`config.mk`:
```
export PLATFORM = sky130hd
export DESIGN_NAME = present_sbox_sched
export DESIGN_NICKNAME = d
export VERILOG_FILES = /design/src/rtl/present_sbox_sched.sv
export SDC_FILE = /design/constraint.sdc
export NUM_CORES = 1
export LEC_CHECK = 0
export BUFFER_PORTS_ARGS = -buffer_cell sky130_fd_sc_hd__buf_2
export CAP_MARGIN = 10
export CORE_MARGIN = 2
export CORE_UTILIZATION = 43
export CTS_CLUSTER_DIAMETER = 60
export CTS_CLUSTER_SIZE = 16
export DETAILED_ROUTE_END_ITERATION = 8
export PLACE_DENSITY_LB_ADDON = 0.2
export SLEW_MARGIN = 20
export SYNTH_ARGS = -nofsm -noshare
export SYNTH_HDL_FRONTEND = slang
export SYNTH_SLANG_ARGS = --single-unit
```
`constraint.sdc`:
```
create_clock -name clk -period 40.4 [get_ports clk]
set_input_delay 10.1 -clock clk [delete_from_list [all_inputs] [get_ports clk]]
set_output_delay 10.1 -clock clk [all_outputs]
set_load 0.02 [all_outputs]
```
`src/rtl/present_sbox_sched.sv`:
```
// present_sbox_sched: schedules the nibbles of a three-share PRESENT state
// through an external masked S-box pipeline of fixed latency SBOX_LAT.
// One nibble per share is launched in every cycle where fresh randomness
// is offered. A valid/index shift register tracks each launch so that the
// pipeline result lands in the right nibble of each result share. Share
// domains are kept strictly separate: every datapath touches one share only.
module present_sbox_sched #(
  parameter int SBOX_LAT = 5,
  parameter int NIB      = 16
) (
  input  logic              clk,
  input  logic              rst_i,
  input  logic              in_valid_i,
  output logic              in_ready_o,
  input  logic [4*NIB-1:0]  state1_i,
  input  logic [4*NIB-1:0]  state2_i,
  input  logic [4*NIB-1:0]  state3_i,
  input  logic [23:0]       rnd_i,
  input  logic              rnd_valid_i,
  output logic              rnd_ready_o,
  output logic [3:0]        sb_in1_o,
  output logic [3:0]        sb_in2_o,
  output logic [3:0]        sb_in3_o,
  output logic [23:0]       sb_r_o,
  input  logic [3:0]        sb_out1_i,
  input  logic [3:0]        sb_out2_i,
  input  logic [3:0]        sb_out3_i,
  output logic              out_valid_o,
  input  logic              out_ready_i,
  output logic [4*NIB-1:0]  state1_o,
  output logic [4*NIB-1:0]  state2_o,
  output logic [4*NIB-1:0]  state3_o,
  output logic              busy_o,
  output logic              err_o
);

  localparam int W  = 4 * NIB;
  localparam int IW = (NIB > 1) ? $clog2(NIB) : 1;

  typedef enum logic [1:0] {
    IDLE  = 2'd0,
    ISSUE = 2'd1,
    DRAIN = 2'd2,
    DONE  = 2'd3
  } fsm_t;

  fsm_t            fsm;
  fsm_t            fsm_nxt;

  // share-domain input and result registers
  logic [W-1:0]    share1;
  logic [W-1:0]    share2;
  logic [W-1:0]    share3;
  logic [W-1:0]    res1;
  logic [W-1:0]    res2;
  logic [W-1:0]    res3;

  logic [IW-1:0]   iss_cnt;
  logic [IW-1:0]   col_cnt;

  // launch tracking pipeline: index 0 is the youngest launch
  logic [SBOX_LAT-1:0] pipe_v;
  logic [IW-1:0]       pipe_idx [SBOX_LAT];

  logic            err;

  logic            accept;
  logic            launch;
  logic            capture;
  logic            pipe_busy;
  logic            last_issue;
  logic            last_collect;
  logic [IW-1:0]   cap_idx;
  logic [3:0]      nib1;
  logic [3:0]      nib2;
  logic [3:0]      nib3;

  // Decode the per-cycle control events from state, counters and pipeline
  always_comb begin
    accept       = (fsm == IDLE) && in_valid_i;
    launch       = (fsm == ISSUE) && rnd_valid_i;
    capture      = pipe_v[SBOX_LAT-1];
    cap_idx      = pipe_idx[SBOX_LAT-1];
    pipe_busy    = |pipe_v;
    last_issue   = (iss_cnt == IW'(NIB - 1));
    last_collect = (col_cnt == IW'(NIB - 1));
  end

  // Select nibble iss_cnt of each share; AND-OR mux stays within one share
  always_comb begin
    nib1 = 4'h0;
    nib2 = 4'h0;
    nib3 = 4'h0;
    for (int k = 0; k < NIB; k++) begin
      nib1 = nib1 | (share1[4*k +: 4] & {4{iss_cnt == IW'(k)}});
      nib2 = nib2 | (share2[4*k +: 4] & {4{iss_cnt == IW'(k)}});
      nib3 = nib3 | (share3[4*k +: 4] & {4{iss_cnt == IW'(k)}});
    end
  end

  // Next-state logic for the IDLE/ISSUE/DRAIN/DONE sequencer
  always_comb begin
    fsm_nxt = fsm;
    case (fsm)
      IDLE: begin
        if (in_valid_i) begin
          fsm_nxt = ISSUE;
        end else begin
          fsm_nxt = IDLE;
        end
      end
      ISSUE: begin
        if (launch && last_issue) begin
          fsm_nxt = DRAIN;
        end else begin
          fsm_nxt = ISSUE;
        end
      end
      DRAIN: begin
        if (capture && last_collect) begin
          fsm_nxt = DONE;
        end else begin
          fsm_nxt = DRAIN;
        end
      end
      DONE: begin
        if (out_ready_i) begin
          fsm_nxt = IDLE;
        end else begin
          fsm_nxt = DONE;
        end
      end
      default: begin
        fsm_nxt = IDLE;
      end
    endcase
  end

  // Sequencer state register
  always_ff @(posedge clk or posedge rst_i) begin
    if (rst_i) begin
      fsm <= IDLE;
    end else begin
      fsm <= fsm_nxt;
    end
  end

  // Capture the three input shares into their own registers on acceptance
  always_ff @(posedge clk or posedge rst_i) begin
    if (rst_i) begin
      share1 <= {W{1'b0}};
      share2 <= {W{1'b0}};
      share3 <= {W{1'b0}};
    end else if (accept) begin
      share1 <= state1_i;
      share2 <= state2_i;
      share3 <= state3_i;
    end
  end

  // Issue and collect counters, restarted for every accepted state
  always_ff @(posedge clk or posedge rst_i) begin
    if (rst_i) begin
      iss_cnt <= {IW{1'b0}};
      col_cnt <= {IW{1'b0}};
    end else if (accept) begin
      iss_cnt <= {IW{1'b0}};
      col_cnt <= {IW{1'b0}};
    end else begin
      if (launch) begin
        iss_cnt <= iss_cnt + IW'(1);
      end
      if (capture) begin
        col_cnt <= col_cnt + IW'(1);
      end
    end
  end

  // Shift a valid bit and nibble index along with each launched nibble
  always_ff @(posedge clk or posedge rst_i) begin
    if (rst_i) begin
      pipe_v <= {SBOX_LAT{1'b0}};
      for (int i = 0; i < SBOX_LAT; i++) begin
        pipe_idx[i] <= {IW{1'b0}};
      end
    end else begin
      pipe_v[0]   <= launch;
      pipe_idx[0] <= iss_cnt;
      for (int i = 1; i < SBOX_LAT; i++) begin
        pipe_v[i]   <= pipe_v[i-1];
        pipe_idx[i] <= pipe_idx[i-1];
      end
    end
  end

  // Write each share's S-box result into the nibble its launch came from
  always_ff @(posedge clk or posedge rst_i) begin
    if (rst_i) begin
      res1 <= {W{1'b0}};
      res2 <= {W{1'b0}};
      res3 <= {W{1'b0}};
    end else if (capture) begin
      for (int k = 0; k < NIB; k++) begin
        if (cap_idx == IW'(k)) begin
          res1[4*k +: 4] <= sb_out1_i;
          res2[4*k +: 4] <= sb_out2_i;
          res3[4*k +: 4] <= sb_out3_i;
        end
      end
    end
  end

  // Sticky randomness-underflow flag: pipeline needed randomness, none offered
  always_ff @(posedge clk or posedge rst_i) begin
    if (rst_i) begin
      err <= 1'b0;
    end else if (accept) begin
      err <= 1'b0;
    end else if (pipe_busy && !rnd_valid_i) begin
      err <= 1'b1;
    end
  end

  // Nibbles are only driven in launch cycles; otherwise the bus idles at zero
  assign sb_in1_o    = launch ? nib1 : 4'h0;
  assign sb_in2_o    = launch ? nib2 : 4'h0;
  assign sb_in3_o    = launch ? nib3 : 4'h0;
  assign sb_r_o      = rnd_i;
  assign rnd_ready_o = launch | pipe_busy;

  assign in_ready_o  = (fsm == IDLE);
  assign out_valid_o = (fsm == DONE);
  assign busy_o      = (fsm != IDLE);
  assign err_o       = err;
  assign state1_o    = res1;
  assign state2_o    = res2;
  assign state3_o    = res3;

endmodule

```
==> qor.log, run 1 <==
qor: routing.drt_antenna_net_count 0
qor: synth.yosys_warnings 0
qor: critical_path.crit_path_start_kind primary input
qor: cells_and_area.post-route-util 52.4%
qor: clock_tree.cts_made_buffers 38
qor: synth.postSynthAreaPerCell 11.0 um2
qor: sta.max_freq 46.3 MHz
qor: grt.grt_max_degree 129
qor: routing.drc_errors 0
qor: sta.tns 0 ns
qor: die.die_area 0.0418 mm2
qor: sta.period_minus_slack 21.60 ns
qor: grt.grt_pass1_wl 75000 um
qor: placed_design.dpl_worst_slack 18.77 ns
qor: critical_path.critical-path-slowest-cell sky130_fd_sc_hd__clkinv_1
qor: clock_tree.clock_latency 0.56 ns
qor: critical_path.worstPathArrival 11.50 ns
qor: placed_design.detailedPlacementHpwl 33900 um
qor: critical_path.critPathMaxFanout 16
qor: critical_path.timing.critical_path.mode_cell sky130_fd_sc_hd__buf_2
qor: routing.drt_wl_total 49000 um
qor: die.die_y 204 um
qor: die.ioPinCount 466
qor: synth.syn-num-nets 1810
qor: pwr.powerDensity 84.9 mW/mm2
qor: job.maxCapViolCount 0
qor: sta.actual_slew_at_the_worst_max_slew_pin 0.988 ns
qor: clock_tree.cts_hold_buf 0
qor: die.die_w 204 um
qor: cells_and_area.layout.cells.most_common sky130_fd_sc_hd__nand2_1
qor: critical_path.cp-end-kind primary output
qor: cells_and_area.multi_input_area 0.00611 mm2
qor: clock_tree.cts_resized 0
qor: clock_tree.cts.clk_slew.worst_paths 0.06 ns
qor: grt.grt_antenna_before_repair 9
qor: synth.ys_ff_latch 420
qor: sta.skew 0.0180 ns
qor: cells_and_area.final.fill_count 3607
qor: sta.final_max_slew_viol_count 0
qor: sta.rsz0062_at_grt false
qor: cells_and_area.regArea 0.0105 mm2
qor: die.start_util 43.6%
qor: synth.asyncSetResetFlopFracSynth 100%
qor: routing.wl_per_cell 19.9 um
qor: grt.grt_util_all_layers 23.4%
qor: critical_path.path_cells buf_2 > nand3b_1 > clkinv_1 > o31a_1 > buf_2
qor: critical_path.cp.buffers_inverters 3
qor: critical_path.path_class primary input to primary output
qor: die.core 0.0396 mm2
qor: clock_tree.cts-root-buf sky130_fd_sc_hd__clkbuf_16
qor: routing.dr.first_iter.drc_count 703
qor: sta.setup_viol 0
qor: clock_tree.cts_setup_buffers 0
qor: routing.routed-via-count 12803
qor: critical_path.required_time_worst_endpoint 30.30 ns
qor: sta.slew-limit-headroom 34.1%
qor: cells_and_area.synthToLayoutAreaGrowth 20.2%
qor: placed_design.place.gp.congestion 0.864
qor: synth.number_of_enable_flip_flop_cells_after_synthesis 0
qor: cells_and_area.share_of_layout_cells_above_drive_strength_1 36.3%
qor: sta.layout_setup_ws 18.80 ns
qor: synth.cell_variety_after_synth 47
qor: sta.timing.final.crit_share 53.5%
qor: cells_and_area.final_net_count 2154
qor: routing.routed_via_density 5.19
qor: die.num_rows 73
qor: sta.finalHoldViolCount 0
qor: pwr.p_leak 0.0107 uW
qor: clock_tree.numClockSinks 420
qor: synth.syn-cell-area 0.0173 mm2
qor: synth.synthFlopType sky130_fd_sc_hd__dfrtp_1
qor: grt.grt_remaining_overflow 0
qor: clock_tree.tritoncts built
qor: clock_tree.cts-htree-levels 2
qor: clock_tree.cts_buffer_depth 3
qor: critical_path.critical-path-top-delay-family buffers and inverters
qor: placed_design.numPortBuffers 417
qor: status.outcome complete, no violations
qor: grt.first_global_vias 12737
qor: hold_path.type_of_the_most_critical_hold_path register to register
qor: pwr.ir_drop 0.0609 mV
qor: critical_path.slowest_delay 0.63 ns
qor: cells_and_area.commonest_cells_after_routing_fill_and_taps_aside sky130_fd_sc_hd__nand2_1 (601), sky130_fd_sc_hd__dfrtp_1 (418), sky130_fd_sc_hd__buf_2 (417), sky130_fd_sc_hd__mux2_2 (192), sky130_fd_sc_hd__a22oi_1 (54)
qor: synth.synthCells 1572
qor: synth.synth_sequential_area_ratio 60.9%
qor: routing.drt_pre_antenna_iters 5
==> layout make-up <==
cell class	count	area share (%)
multi-input cells	1018	29.4
well taps	525	3.16
clock buffers	42	4.80
repair buffers	432	10.7
inverters	6	0.145
flip-flops and latches	420	50.6
clock inverters	20	1.06
diodes	3	0.0362
==> cell usage after synthesis (2+ instances only) <==
library cell | count | area (um2)
sky130_fd_sc_hd__nand2_1 | 602 | 2260
sky130_fd_sc_hd__dfrtp_1 | 420 | 10500
sky130_fd_sc_hd__mux2_2 | 192 | 2160
sky130_fd_sc_hd__a22oi_1 | 54 | 405
sky130_fd_sc_hd__buf_2 | 49 | 245
sky130_fd_sc_hd__clkbuf_1 | 42 | 158
sky130_fd_sc_hd__buf_4 | 27 | 203
sky130_fd_sc_hd__nor2_1 | 24 | 90.1
sky130_fd_sc_hd__a21oi_1 | 18 | 90.1
sky130_fd_sc_hd__a221oi_1 | 14 | 123
sky130_fd_sc_hd__mux2i_1 | 12 | 120
sky130_fd_sc_hd__o22ai_1 | 11 | 68.8
sky130_fd_sc_hd__o31a_1 | 11 | 96.3
sky130_fd_sc_hd__a21o_1 | 10 | 75.1
sky130_fd_sc_hd__a22o_1 | 10 | 87.6
sky130_fd_sc_hd__buf_1 | 9 | 33.8
sky130_fd_sc_hd__nand2b_1 | 8 | 50.1
sky130_fd_sc_hd__o221ai_1 | 7 | 61.3
sky130_fd_sc_hd__nand3b_1 | 6 | 45.0
sky130_fd_sc_hd__ha_1 | 5 | 62.6
sky130_fd_sc_hd__inv_1 | 5 | 18.8
sky130_fd_sc_hd__a211o_1 | 4 | 35.0
sky130_fd_sc_hd__xor2_1 | 4 | 35.0
sky130_fd_sc_hd__and2_1 | 3 | 18.8
sky130_fd_sc_hd__nand4_1 | 2 | 12.5
sky130_fd_sc_hd__xnor2_1 | 2 | 17.5
==> kinds of logic (layout without fill, tap and decap cells) <==
group	count (synthesis)	count (layout)	share of synthesized area (%)
compound gates	148	148	6.45
xor+xnor	6	6	0.304
fa+ha+maj	5	5	0.362
buf+inv	134	500	3.90
flops	420	420	60.9
mux	204	204	13.2
other cells	0	3	0
simple gates	655	655	14.9
==> power breakdown <==
part / internal [uW] / leakage [uW] / switching (uW)
Clock: 195 / 0.000603 / 167
Sequential: 616 / 0.00521 / 112
Combinational: 254 / 0.00491 / 417
Total: 1070 / 0.0107 / 696
==> registers in the layout (all words and copies together), names as in the netlist <==
register  count
fsm           2
share2       64
cap_idx       4
err_o         1
share3       64
state2_o     64
col_cnt       4
state1_o     64
pipe_v        5
share1       64
pipe_idx     16
state3_o     64
iss_cnt       4
==> worst paths after layout <==
path / startpoint / to / slack (ns) / cells after the start
max in group asynchronous: rst_i / share1[24] / 27.71 / 5
worst min-delay path: pipe_idx[4] / cap_idx[0] / 0.35 / 0
min in group asynchronous: rst_i / state1_o[37] / 9.67 / 2
worst min register to register: pipe_idx[4] / cap_idx[0] / 0.35 / 0
worst max register to register: fsm[0] / share3[61] / 37.69 / 5
worst max-delay path: rnd_valid_i / sb_in1_o[2] / 18.80 / 5
==> through the flow <==
stage | hold slack [ns] | instances | cell area, um2 | total power, uW
floorplan | 0.331 | 1572 | 17300 | 1170
global placement | 0.332 | 2400 | 19500 | 1390
detailed placement | 0.335 | 2400 | 19500 | 1410
CTS | 0.347 | 2462 | 20700 | 1780
global route | 0.353 | 2463 | 20800 | 1870
finish | 0.346 | 2466 | 20800 | 1760
==> layer usage <==
metal | vias to the layer above | routed length (um) | global-route usage, %
met5 | - | 82 | 0
met4 | 14 | 1160 | 7.19
met3 | 73 | 3400 | 5.18
met2 | 448 | 23300 | 37.9
met1 | 6380 | 21000 | 31.4
li1 | 5888 | - | -
Note: power is estimated with default switching activity, not from simulation.
==> inputs of run 2 (changes only) <==
- clock period: 40.4 -> 20.7 ns (I/O delays scaled with it)
==> run 2 against run 1 <==
Against the previous run: sequential power up 93%; register-to-register slack lost 20 ns; largest cell class unchanged; worst setup slack got worse by 9.8 ns; routed wire length about the same; first-iteration DRC count grew 9.2%; combinational power grew 97%; clock skew increased by 0.0089 ns.
==> qor.log, run 2 (synthesis gave the netlist of run 1 again) <==
qor: status.outcome complete, no violations
qor: sta.tns 0 ns [unchanged]
qor: critical_path.worstPathArrival 6.53 ns [-4.97 ns]
qor: routing.drc_errors 0 [unchanged]
qor: critical_path.path_class primary input to primary output
qor: critical_path.rrSetupSlack 17.64 ns [-20.05 ns]
qor: critical_path.reg2reg_from fsm[1]
qor: clock_tree.clock_latency 0.56 ns [about the same]
qor: pwr.power.internal 2070 uW [+95%]
qor: cells_and_area.synthToLayoutAreaGrowth 19.9%
qor: pwr.powerDensity 165 mW/mm2 [+95%]
qor: pwr.p_leak 0.0107 uW [-0.31%]
qor: die.core 0.0396 mm2 [unchanged]
qor: die.start_util 43.6% [unchanged]
qor: sta.setup_viol 0 [unchanged]
qor: cells_and_area.final_net_count 2155 [+0.046%]
qor: pwr.power.combinational.fraction 38.6% [+0.5 points]
qor: sta.skew 0.0269 ns [+0.00892 ns]
qor: die.num_rows 73 [unchanged]
qor: sta.actual_slew_at_the_worst_max_slew_pin 1.13 ns [+0.137 ns]
qor: sta.rsz0062_at_grt false
qor: cells_and_area.commonest_cells_after_routing_fill_and_taps_aside sky130_fd_sc_hd__nand2_1 (601), sky130_fd_sc_hd__dfrtp_1 (418), sky130_fd_sc_hd__buf_2 (417), sky130_fd_sc_hd__mux2_2 (192), sky130_fd_sc_hd__a22oi_1 (54)
qor: cells_and_area.layout.cells.most_common sky130_fd_sc_hd__nand2_1
qor: grt.grt_remaining_overflow 0 [unchanged]
qor: pwr.power.share.sequential 41.2% [-0.2 points]
qor: sta.layout_setup_ws 8.99 ns [-9.81 ns]
qor: critical_path.cp-end-kind primary output
qor: placed_design.place.gp.congestion 0.869 [+0.65%]
qor: sta.slew-limit-headroom 24.7% [-9.4 points]
qor: clock_tree.cts_buffer_depth 3 [unchanged]
qor: clock_tree.cts_setup_buffers 0 [unchanged]
qor: routing.routed_via_density 5.22 [+0.54%]
qor: routing.drt_wl_total 49000 um [about the same]
qor: sta.timing.final.crit_share 56.5%
qor: clock_tree.cts-root-buf sky130_fd_sc_hd__clkbuf_16
qor: critical_path.required_time_worst_endpoint 15.53 ns [-14.77 ns]
qor: pwr.power.switching_fraction 39.4% [-0.12 points]
qor: critical_path.critPathMaxFanout 16 [unchanged]
qor: die.die_y 204 um [unchanged]
qor: grt.grt_pass1_wl 74700 um [-0.30%]
qor: sta.final_max_slew_viol_count 0 [unchanged]
qor: critical_path.critical_path.endpoint sb_in3_o[2]
qor: pwr.ir_drop 0.103 mV [+70%]
qor: routing.drt_antenna_net_count 0 [unchanged]
qor: grt.grt_max_degree 127 [-1.6%]
qor: routing.drt_pre_antenna_iters 5 [unchanged]
qor: die.die_area 0.0418 mm2 [unchanged]
qor: cells_and_area.final_cell_area 0.0207 mm2 [-0.30%]
qor: die.die_w 204 um [unchanged]
qor: sta.finalHoldViolCount 0 [unchanged]
qor: clock_tree.cts-htree-levels 2 [unchanged]
qor: die.ioPinCount 466 [unchanged]
qor: sta.period_minus_slack 11.71 ns
qor: critical_path.worstSetupStartpoint rnd_valid_i
qor: critical_path.crit_path_start_kind primary input
qor: critical_path.critical-path-slowest-cell sky130_fd_sc_hd__clkinv_1
qor: placed_design.dpl_worst_slack 8.96 ns [-9.81 ns]
qor: routing.dr.first_iter.drc_count 768 [+9.2%]
qor: critical_path.path_cells buf_2 > nand3b_1 > clkinv_1 > o31a_1 > buf_2
qor: critical_path.crit-reg2reg-capture share1[26]
qor: clock_tree.tritoncts built
qor: pwr.p_switching 1350 uW [+94%]
qor: critical_path.reg2regPathDepth 5 [unchanged]
qor: placed_design.detailedPlacementHpwl 34000 um [+0.55%]
qor: grt.grt_util_all_layers 23.4% [+0.070 points]
qor: grt.first_global_vias 12732 [-0.039%]
qor: sta.max_freq 85.4 MHz
qor: job.maxCapViolCount 0 [unchanged]
qor: clock_tree.cts.clk_slew.worst_paths 0.06 ns [about the same]
qor: cells_and_area.share_of_layout_cells_above_drive_strength_1 36.0% [-0.27 points]
qor: placed_design.placed_instance_area 0.0195 mm2 [+0.12%]
qor: clock_tree.numClockSinks 420 [unchanged]
qor: routing.routed-via-count 12857 [+0.42%]
qor: critical_path.slowest_delay 0.61 ns [-0.02 ns]
qor: grt.grt_antenna_before_repair 8 [-1]
qor: clock_tree.cts_made_buffers 37 [-2.6%]
qor: routing.wl_per_cell 19.9 um [+0.21%]
qor: placed_design.numPortBuffers 417 [unchanged]
qor: hold_path.type_of_the_most_critical_hold_path register to register
qor: critical_path.timing.critical_path.mode_cell sky130_fd_sc_hd__buf_2
qor: clock_tree.cts_resized 0 [unchanged]
qor: clock_tree.cts_hold_buf 0 [unchanged]
qor: pwr.clock_power_share 20.2% [-0.4 points]
## run 2: power groups by stage
stage / clock network [uW] / logic (uW) / registers (uW)
global route: 739 / 1440 / 1450
finish: 690 / 1320 / 1410
detailed placement: 0 / 1330 / 1420
global placement: 0 / 1310 / 1400
floorplan: 0 / 683 / 1600
CTS: 709 / 1340 / 1410
## run 2: worst min path at each step
stage / slack, ns / endpoint / cells past startpoint / startpoint
6_report: 0.35 / cap_idx[2] / 0 / pipe_idx[6]
5_1_grt: 0.36 / pipe_idx[7] / 0 / pipe_idx[11]
4_1_cts: 0.35 / pipe_idx[12] / 0 / pipe_idx[16]
3_5_place_dp: 0.33 / cap_idx[2] / 0 / pipe_idx[6]
3_3_place_gp: 0.33 / pipe_idx[6] / 0 / pipe_idx[10]
2_1_floorplan: 0.33 / cap_idx[0] / 0 / pipe_idx[4]
## run 2: final cells by class
| class | instances | area, um2 |
|---|---|---|
| Clock buffer | 42 | 987 |
| Inverter | 6 | 30.0 |
| Clock inverter | 16 | 179 |
| Multi-Input combinational cell | 1018 | 6110 |
| Fill cell | 3642 | 18900 |
| Sequential cell | 420 | 10500 |
| Antenna cell | 2 | 5.00 |
| Tap cell | 525 | 657 |
| Timing Repair Buffer | 434 | 2220 |
## run 2: worst max-delay path: cells and delay by family
| kind | cells | cell delay, ns |
|---|---|---|
| and+or+nand+nor | 1 | 0.15 |
| buffers and inverters | 3 | 0.88 |
| AOI/OAI and AO/OA | 1 | 0.31 |
## run 2: layer usage
layer	share of wire [%]	routed length, um	global-route usage, %	vias up
li1	-	-	-	5888
met1	42	20700	31.1	6381
met2	47	23000	37.6	480
met3	7.8	3830	6.07	96
met4	3.0	1450	7.61	12
met5	0.14	70	0	-
## run 2: stage by stage
stage,utilization (%),power (uW),cells,hold slack [ns]
finish,52.2,3420,2463,0.348
global route,52.2,3630,2462,0.355
CTS,52.2,3450,2461,0.350
detailed placement,49.2,2750,2403,0.335
global placement,49.2,2720,2403,0.331
floorplan,-,2280,1572,0.331
